===== src/rtl/sar_search_ctrl_if.sv =====
// -----------------------------------------------------------------------------
// sar_search_ctrl_if
//   Bundle between the successive-approximation controller and its
//   surroundings: the requester (start / results) and the external magnitude
//   comparator (trial out, lt/gt/eq flags back).
//
//   Signals
//     start   requester  -> controller  request a new search
//     cmp_lt  comparator -> controller  trial <  target
//     cmp_gt  comparator -> controller  trial >  target
//     cmp_eq  comparator -> controller  trial == target
//     trial   controller -> comparator  word under test (comparator A input)
//     busy    controller -> requester   search in progress
//     done    controller -> requester   1-cycle pulse, result/steps updated
//     err     controller -> requester   1-cycle pulse, illegal flags, aborted
//     result  controller -> requester   last resolved value
//     steps   controller -> requester   compare cycles used by last search
//
//   Modports
//     master  the controller (drives trial and the status outputs)
//     slave   requester plus comparator side
// -----------------------------------------------------------------------------
interface sar_search_ctrl_if #(
    parameter int N = 10
);
    localparam int CNT_W = $clog2(N + 1);

    logic             start;
    logic             cmp_lt;
    logic             cmp_gt;
    logic             cmp_eq;
    logic [N-1:0]     trial;
    logic             busy;
    logic             done;
    logic             err;
    logic [N-1:0]     result;
    logic [CNT_W-1:0] steps;

    modport master (
        input  start,
        input  cmp_lt,
        input  cmp_gt,
        input  cmp_eq,
        output trial,
        output busy,
        output done,
        output err,
        output result,
        output steps
    );

    modport slave (
        output start,
        output cmp_lt,
        output cmp_gt,
        output cmp_eq,
        input  trial,
        input  busy,
        input  done,
        input  err,
        input  result,
        input  steps
    );
endinterface


===== src/rtl/sar_search_ctrl.sv =====
// -----------------------------------------------------------------------------
// sar_search_ctrl
//   Successive-approximation search controller. Drives trial words into an
//   external combinational magnitude comparator (target on its B input) and
//   resolves, MSB first, the largest value <= target in at most N compares.
//   An exact match ends the search early. Usable as a threshold finder or as
//   the digital core of a SAR ADC.
//
//   Ports
//     clk     rising-edge clock
//     rst_n   asynchronous active-low reset
//     bus     sar_search_ctrl_if.master
//               start in; cmp_lt/cmp_gt/cmp_eq in;
//               trial, busy, done, err, result, steps out (all registered)
//
//   Parameter
//     N       trial/result width, N >= 2 (must match the interface N)
// -----------------------------------------------------------------------------
module sar_search_ctrl #(
    parameter int N = 10
) (
    input  logic              clk,
    input  logic              rst_n,
    sar_search_ctrl_if.master bus
);
    localparam int CNT_W = $clog2(N + 1);
    localparam int IDX_W = $clog2(N);

    localparam logic [N-1:0]     TRIAL_MSB = {1'b1, {(N-1){1'b0}}};
    localparam logic [N-1:0]     ONE_N     = {{(N-1){1'b0}}, 1'b1};
    localparam logic [IDX_W-1:0] IDX_TOP   = IDX_W'(N - 1);
    localparam logic [CNT_W-1:0] CNT_ONE   = CNT_W'(1);

    typedef enum logic [0:0] {
        IDLE = 1'b0,
        TEST = 1'b1
    } state_t;

    state_t           state_reg;
    logic [N-1:0]     trial_reg;
    logic [IDX_W-1:0] bit_idx_reg;
    logic [CNT_W-1:0] count_reg;
    logic [N-1:0]     result_reg;
    logic [CNT_W-1:0] steps_reg;
    logic             busy_reg;
    logic             done_reg;
    logic             err_reg;

    // Datapath helpers for the current compare step.
    logic             flags_onehot;
    logic [N-1:0]     bit_mask;
    logic [N-1:0]     trial_adj;
    logic [N-1:0]     trial_next;

    always_comb begin
        flags_onehot = 1'b0;
        bit_mask     = '0;
        trial_adj    = '0;
        trial_next   = '0;

        // XOR is 1 for one or three flags high; the AND term rejects three.
        flags_onehot = (bus.cmp_lt ^ bus.cmp_gt ^ bus.cmp_eq)
                     & ~(bus.cmp_lt & bus.cmp_gt & bus.cmp_eq);

        bit_mask = ONE_N << bit_idx_reg;

        // Trial too large: drop the bit under test; otherwise keep it.
        trial_adj = bus.cmp_gt ? (trial_reg & ~bit_mask) : trial_reg;

        // Tentatively set the next lower bit. Only used when bit_idx > 0, so
        // the shift never falls off the bottom and trial stays below 2^N.
        trial_next = trial_adj | (bit_mask >> 1);
    end

    always_ff @(posedge clk or negedge rst_n) begin
        if (!rst_n) begin
            state_reg   <= IDLE;
            trial_reg   <= '0;
            bit_idx_reg <= IDX_TOP;
            count_reg   <= '0;
            result_reg  <= '0;
            steps_reg   <= '0;
            busy_reg    <= 1'b0;
            done_reg    <= 1'b0;
            err_reg     <= 1'b0;
        end else begin
            // Status pulses last exactly one cycle.
            done_reg <= 1'b0;
            err_reg  <= 1'b0;

            case (state_reg)
                IDLE: begin
                    trial_reg <= '0;
                    busy_reg  <= 1'b0;
                    // done_reg high means this is the cycle the previous
                    // search finished; a start here is deliberately dropped.
                    if (bus.start && !done_reg) begin
                        state_reg   <= TEST;
                        trial_reg   <= TRIAL_MSB;
                        bit_idx_reg <= IDX_TOP;
                        count_reg   <= CNT_ONE;
                        busy_reg    <= 1'b1;
                    end
                end

                TEST: begin
                    if (!flags_onehot) begin
                        // Broken comparator response: abort, keep old result.
                        err_reg     <= 1'b1;
                        state_reg   <= IDLE;
                        trial_reg   <= '0;
                        bit_idx_reg <= IDX_TOP;
                        busy_reg    <= 1'b0;
                    end else if (bus.cmp_eq) begin
                        // Exact hit: no lower bit can improve the answer.
                        result_reg  <= trial_reg;
                        steps_reg   <= count_reg;
                        done_reg    <= 1'b1;
                        state_reg   <= IDLE;
                        trial_reg   <= '0;
                        bit_idx_reg <= IDX_TOP;
                        busy_reg    <= 1'b0;
                    end else if (bit_idx_reg == '0) begin
                        result_reg  <= trial_adj;
                        steps_reg   <= count_reg;
                        done_reg    <= 1'b1;
                        state_reg   <= IDLE;
                        trial_reg   <= '0;
                        bit_idx_reg <= IDX_TOP;
                        busy_reg    <= 1'b0;
                    end else begin
                        trial_reg   <= trial_next;
                        bit_idx_reg <= bit_idx_reg - 1'b1;
                        count_reg   <= count_reg + 1'b1;
                    end
                end

                default: begin
                    state_reg <= IDLE;
                    trial_reg <= '0;
                    busy_reg  <= 1'b0;
                end
            endcase
        end
    end

    assign bus.trial  = trial_reg;
    assign bus.busy   = busy_reg;
    assign bus.done   = done_reg;
    assign bus.err    = err_reg;
    assign bus.result = result_reg;
    assign bus.steps  = steps_reg;

endmodule

===== src/flat_wrapper.sv =====
// flat-port wrapper written by rule: the top's interface ports become plain ports
module sar_search_ctrl_flat 
#(
    parameter int N = 10
)
  (clk, rst_n, bus_start, bus_cmp_lt, bus_cmp_gt, bus_cmp_eq, bus_trial, bus_busy, bus_done, bus_err, bus_result, bus_steps);
  sar_search_ctrl_if #(.N(N)) bus_i ();
  input  logic clk;
  input  logic rst_n;
  input wire logic [$bits(bus_i.start)-1:0] bus_start;
  input wire logic [$bits(bus_i.cmp_lt)-1:0] bus_cmp_lt;
  input wire logic [$bits(bus_i.cmp_gt)-1:0] bus_cmp_gt;
  input wire logic [$bits(bus_i.cmp_eq)-1:0] bus_cmp_eq;
  output wire logic [$bits(bus_i.trial)-1:0] bus_trial;
  output wire logic [$bits(bus_i.busy)-1:0] bus_busy;
  output wire logic [$bits(bus_i.done)-1:0] bus_done;
  output wire logic [$bits(bus_i.err)-1:0] bus_err;
  output wire logic [$bits(bus_i.result)-1:0] bus_result;
  output wire logic [$bits(bus_i.steps)-1:0] bus_steps;
  assign bus_i.start = bus_start;
  assign bus_i.cmp_lt = bus_cmp_lt;
  assign bus_i.cmp_gt = bus_cmp_gt;
  assign bus_i.cmp_eq = bus_cmp_eq;
  assign bus_trial = bus_i.trial;
  assign bus_busy = bus_i.busy;
  assign bus_done = bus_i.done;
  assign bus_err = bus_i.err;
  assign bus_result = bus_i.result;
  assign bus_steps = bus_i.steps;
  sar_search_ctrl #(.N(N)) u_core (.clk(clk), .rst_n(rst_n), .bus(bus_i));
endmodule

===== config.mk =====
export PLATFORM = sky130hd
export DESIGN_NAME = sar_search_ctrl_flat
export DESIGN_NICKNAME = d
export VERILOG_FILES = /design/src/rtl/sar_search_ctrl_if.sv /design/src/rtl/sar_search_ctrl.sv /design/src/flat_wrapper.sv
export SDC_FILE = /design/constraint.sdc
export NUM_CORES = 1
export LEC_CHECK = 0
export CAP_MARGIN = 40
export CORE_UTILIZATION = 47
export DETAILED_ROUTE_END_ITERATION = 6
export HOLD_SLACK_MARGIN = 0.1
export PLACE_DENSITY_LB_ADDON = 0.1
export SLEW_MARGIN = 10
export SYNTH_ARGS = -nofsm -noshare
export SYNTH_HDL_FRONTEND = slang
export SYNTH_SLANG_ARGS = --single-unit

===== constraint.sdc =====
create_clock -name clk -period 1.9 [get_ports clk]
set_clock_uncertainty 0.15 [all_clocks]
set_input_delay 0.38 -clock clk [delete_from_list [all_inputs] [get_ports clk]]
set_output_delay 0.38 -clock clk [all_outputs]
set_load 0.1 [all_outputs]

==> impl_metrics.toml, run 1 <==
[layout]
area_growth_pct = 46.2
num_antenna_cells = 0
finalCoreUtilization_pct = 71.8
num-nets-final = 224
stdcell_area_um2 = 2650
final_cells = 264
drive_gt1_share_pct = 30.6

[placed_design]
place_area_um2 = 2510
post-dp-hpwl_um = 3300
place_ws_ns = -0.538
io_buffers = 32
gp_congestion = 0.775
dp.cells = 253

[synth]
synth_top_cell_by_area = "dfrtp_1"
ys_async_sr_fraction_pct = 100
synth_xor_area_share_pct = 0
synth_fa_ha_area_share_pct = 1.38
yosys.area_share.simple_pct = 16.5
syn-num-nets = 178
ys_types = 37
synth.area.top_cells = "dfrtp_1 (47%), mux2i_1 (7.2%), o21ai_0 (5.8%)"
netlist_instances = 170
ys.flop_type = "dfrtp_1"
synth.most_common_cell = "dfrtp_1"
synth_top_cell_area_share_pct = 47.0
synth_compound_area_share_pct = 15.2
ys_seq_area_share_pct = 49.9
synth_edf_count = 0
netlist_area_um2 = 1810
yosysWarnings = 0
synth-seq-cells = 36
synth_top_family_by_area = "simple AND/OR/NAND/NOR gates"
yosys-mux-area-fraction_pct = 10.5
synth_commonest_cells = "dfrtp_1 (34), o21ai_0 (21), mux2i_1 (13)"
syn_area_per_cell_um2 = 10.6

[die]
start_util_pct = 49.1
die_area_um2 = 4100
die_w_um = 64.1
die_h_um = 64.1
rows = 22
coreArea_um2 = 3690
ioPinCount = 33

[global_routing]
overflow = 0
grt_max_degree = 37
grt_pass1_wl_um = 7210
grt_use_total_pct = 24.0
grt_pass1_vias = 1389
antenna_found_initial = 0

[timing]
hold_ws_ns = 0.313
layout_setup_ws_ns = 0.0230
hold_viol = 0
setup_viol = 0
timing.slew.headroom_pct = 77.4
period_needed_ns = 1.88
drv_slew = 0
period_share_pct = 98.8
fmax_mhz = 533
finalSetupTns_ns = 0
tightestPinTransition_ns = 0.338

[power_and_ir_drop]
irDropWorstVdd_mv = 0.535
power_mw = 2.54
power_leakage_nw = 1.15
p_per_area_nw_per_um2 = 959

[job]
max_cap_violations = 0

[clock_network]
clk_pin_slew_ns = 0.07
ctsHoldBuffers = 0
insertion_delay_ns = 0.29
cts_htree_levels = 2
cts_tree = "built"
clockBufferDepth = 2
cts-root-buf = "clkbuf_8"
clock-sinks = 36
numCtsBuffers = 5

[critical_path]
worst-r2r-setup-slack_ns = 0.02
r2r-start = "u_core.bit_idx_reg[3]"
required_ns = 1.92
cp.arrival_ns = 1.90
cp-end-kind = "flop"
cp-startpoint = "u_core.bit_idx_reg[3]"
endpoint = "u_core.bus.steps[3]"
path_max_fanout = 5
timing.rr.end = "u_core.bus.steps[3]"
cp-start-kind = "flop"
ff2ff_path_depth = 4
crit_type = "flop to flop"

[drt]
drtPass1Iterations = 4
viasPerCell = 5.61
drt_iter0_drc = 99
wl_per_cell_um = 17.1
drc = 0
vias = 1482
finalWirelength_um = 4510
drtAntennaViolNets = 0

[outcome]
status = "finished, final reports clean"

[worst_hold_path]
hold_path.class = "primary input to async pin"
[worst min-delay path by stage]
stage | startpoint | end | cells past startpoint
4_1_cts | rst_n | u_core.bus.trial[8] | 2
2_1_floorplan | rst_n | u_core.bit_idx_reg[1] | 0
3_3_place_gp | u_core.count_reg[3] | u_core.count_reg[3] | 1
5_1_grt | rst_n | u_core.bus.trial[8] | 2
3_5_place_dp | u_core.count_reg[2] | u_core.count_reg[2] | 1
6_report | rst_n | u_core.bus.result[7] | 2
[kinds of logic after synthesis]
group / after synthesis
muxes: 17
buffers and inverters: 23
AOI/OAI and AO/OA: 44
adders and majority gates: 2
and+or+nand+nor: 48
DFF: 36
[layout make-up]
class,count,area (um^2)
inverter,12,45.0
tap,48,60.1
multi-input combinational,111,808
clock buffer,6,72.6
fill,270,1040
sequential,36,903
timing repair buffer,50,753
clock inverter,1,5.00
[critical path, stage by stage (launching register included)]
cell     delay (ns)
dfstp_2        0.39
or4_4          0.57
o32ai_4        0.18
buf_4          0.18
mux2_4         0.29
[routing by layer]
| layer | wire length, um | part of all wire [%] | vias up | global-route usage (%) |
|---|---|---|---|---|
| met5 | 0 | 0 | - | 0 |
| met4 | 53 | 1.2 | 0 | 6.82 |
| met3 | 177 | 3.9 | 6 | 5.71 |
| met2 | 2250 | 50 | 44 | 39.6 |
| met1 | 2030 | 45 | 732 | 31.3 |
| li1 | - | - | 700 | - |
[power by group]
| part | total [mW] | leakage, nW | switching [mW] | internal, mW |
|---|---|---|---|---|
| registers | 0.958 | 0.478 | 0.104 | 0.854 |
| clock network | 0.506 | 0.0410 | 0.257 | 0.249 |
| logic | 1.07 | 0.630 | 0.678 | 0.397 |
[placed cells by master (no fill, tap or decap), types with 3 or more instances in the layout]
cell type	n
a21oi_1	11
buf_12	28
buf_4	14
buf_6	3
clkbuf_8	5
dfrtp_1	34
inv_1	12
mux2_4	4
mux2i_1	13
nand2_1	8
nand3_1	5
nor2_1	3
nor2b_1	6
nor3_1	5
o21ai_0	18
o21ai_1	3
or4bb_1	3
[what timing repair did]
action | CTS | global route
resized for setup | 6 | 5
endpoints found under the setup margin | 15 | 14
setup buffers | 4 | 0
pin swaps | 1 | 3
cloned | 0 | 0
Note: power is estimated with default switching activity, not from simulation.
==> run 2, diff against run 1 <==
- ABC_AREA: not set -> 1
- CAP_MARGIN: 40 -> 5
- CORE_UTILIZATION: 47 -> 46
- SLEW_MARGIN: 10 -> 15
==> impl_metrics.toml, run 2 <==
[die]
die_w_um = 64.5
ioPinCount = 33
start_util_pct = 48.4
die_h_um = 64.5
die_area_um2 = 4170
rows = 22
coreArea_um2 = 3720

[layout]
stdcell_area_um2 = 2640
final_cells = 299
num-nets-final = 259
fillCellCount = 268
num_antenna_cells = 0
area_growth_pct = 46.5
final_common_cell = "nand2_1"
final_cell_mix = "nand2_1 (58), dfrtp_1 (34), buf_12 (29)"
drive_gt1_share_pct = 38.6

[clock_network]
ctsHoldBuffers = 0
ctsResizeCount = 0
clockBufferDepth = 2
cts_tree = "built"
cts-root-buf = "clkbuf_8"
clock-sinks = 36
numCtsBuffers = 5
cts_htree_levels = 2
clk_pin_slew_ns = 0.07
insertion_delay_ns = 0.29
postCtsSetupRepairBufs = 0

[placed_design]
gp_congestion = 0.836
place_area_um2 = 2530
io_buffers = 32
post-dp-hpwl_um = 2900
dp.cells = 292

[synth]
synth.most_common_cell = "nand2_1"
ys_seq_area_share_pct = 50.2
ys.flop_type = "dfrtp_1"
yosysWarnings = 0
ys_types = 24
synth-seq-cells = 36
ys_async_sr_fraction_pct = 100
netlist_area_um2 = 1800
synth_top_cell_by_area = "dfrtp_1"
netlist_instances = 203
synth.area.top_cells = "dfrtp_1 (47%), nand2_1 (12%), nand2_2 (5.9%)"
syn-num-nets = 211
synth_top_cell_area_share_pct = 47.3
syn_area_per_cell_um2 = 8.86
synth_edf_count = 0
synth_commonest_cells = "nand2_1 (58), dfrtp_1 (34), o21ai_0 (21)"

[timing]
grt_setup_unrepaired = "no"
period_needed_ns = 1.78
fmax_mhz = 561
setup_viol = 0
drv_slew = 0
hold_viol = 0
period_share_pct = 93.9
timing.slew.headroom_pct = 79.4
tightestPinTransition_ns = 0.306

[critical_path]
timing.rr.end = "u_core.bus.result[1]"
ff2ff_path_depth = 5
worst-r2r-setup-slack_ns = 0.32
path_max_fanout = 16
cp-end-kind = "flop"
required_ns = 1.93
r2r-start = "u_core.bit_idx_reg[0]"
cp-start-kind = "primary input"
cp.arrival_ns = 1.81
crit_type = "primary input to flop"

[drt]
drt_iter0_drc = 53
finalWirelength_um = 3760
wl_per_cell_um = 12.6
drc = 0
drtAntennaViolNets = 0
drtPass1Iterations = 5
viasPerCell = 4.99
vias = 1493

[global_routing]
grt_pass1_vias = 1470
grt_max_degree = 37
antenna_found_initial = 0
grt_use_total_pct = 21.6
grt_pass1_wl_um = 6770
overflow = 0

[power_and_ir_drop]
power_leakage_nw = 1.32
irDropWorstVdd_mv = 0.860
p_per_area_nw_per_um2 = 1260

[outcome]
status = "finished, final reports clean"

[job]
max_cap_violations = 0

[worst_hold_path]
hold_path.class = "primary input to async pin"
-- run 2: cell count changes after synthesis, sizes merged, moves of 3 or more --
cell,before,now
mux2,4,0
nor2,3,10
a21oi,11,1
nor2b,6,0
nand3,5,9
nor3,5,1
nand2,8,78
o21ai,21,35
o22ai,3,0
inv,12,23
or4bb,3,0
clkbuf,8,0
mux2i,13,0
-- run 2: how the worst max path moves through the flow --
stage | start | endpoint | depth (start not counted)
floorplan | u_core.bus.done | u_core.count_reg[0] | 7
global placement | bus_cmp_gt | u_core.bus.result[2] | 9
detailed placement | bus_cmp_gt | u_core.bus.result[3] | 10
CTS | bus_cmp_gt | u_core.bus.result[3] | 10
global route | bus_cmp_gt | u_core.bus.result[2] | 10
finish | bus_cmp_gt | u_core.bus.result[3] | 10
-- run 2: power breakdown --
group          switching, mW  total, mW  leakage [nW]  internal (mW)
clock                  0.260      0.582        0.0503          0.323
combinational           1.05       1.62         0.787          0.570
sequential             0.201       1.13         0.482          0.924
-- run 2: metal layers --
layer  wire (um)  part of all wire, %  GRT usage [%]  up-vias
met2        1840                   49           33.8       37
met5           0                    0              0        -
met1        1680                   45           28.6      712
met3         177                  4.7           5.81        5
li1            -                    -              -      739
met4          53                  1.4           8.33        0
-- run 2: logic make-up (layout without fill, tap and decap cells) --
logic type      after synthesis  in the layout  synth area share, %
simple gates                 99             99                 27.6
compound gates               37             37                 12.7
flops                        36             36                 50.2
buf+inv                      27             75                 7.09
fa+ha+maj                     2              2                 1.39
xor+xnor                      2              2                0.974
-- run 2: through the flow --
step / TNS, ns / util, % / hold WS, ns / setup WS (ns) / total power [mW]
3_3_place_gp: -4.00 / 68.0 / 0.378 / -0.175 / 2.73
6_report: 0 / 70.9 / 0.315 / 0.116 / 3.33
2_1_floorplan: 0 / - / -0.0656 / 0.187 / 2.17
5_1_grt: 0 / 70.9 / 0.331 / 0.00401 / 3.51
3_5_place_dp: -5.13 / 68.0 / 0.382 / -0.217 / 2.76
4_1_cts: 0 / 70.6 / 0.329 / 0.0903 / 3.35
-- run 2: worst max-delay path, stage by stage --
cell	delay, ns
clkdlybuf4s50_1	0.46
ha_4	0.30
inv_1	0.06
nand2_2	0.08
nand4_4	0.10
inv_2	0.09
nand2_4	0.06
buf_12	0.15
nand2_1	0.07
o21ai_2	0.05
-- run 2: final cells by class --
class | instances | area, um^2 | share of cell area (%)
multi-input cells | 140 | 781 | 29.6
flip-flops and latches | 36 | 903 | 34.3
well taps | 48 | 60.1 | 2.28
inverters | 24 | 90.1 | 3.42
repair buffers | 44 | 706 | 26.8
clock buffers | 7 | 96.3 | 3.65
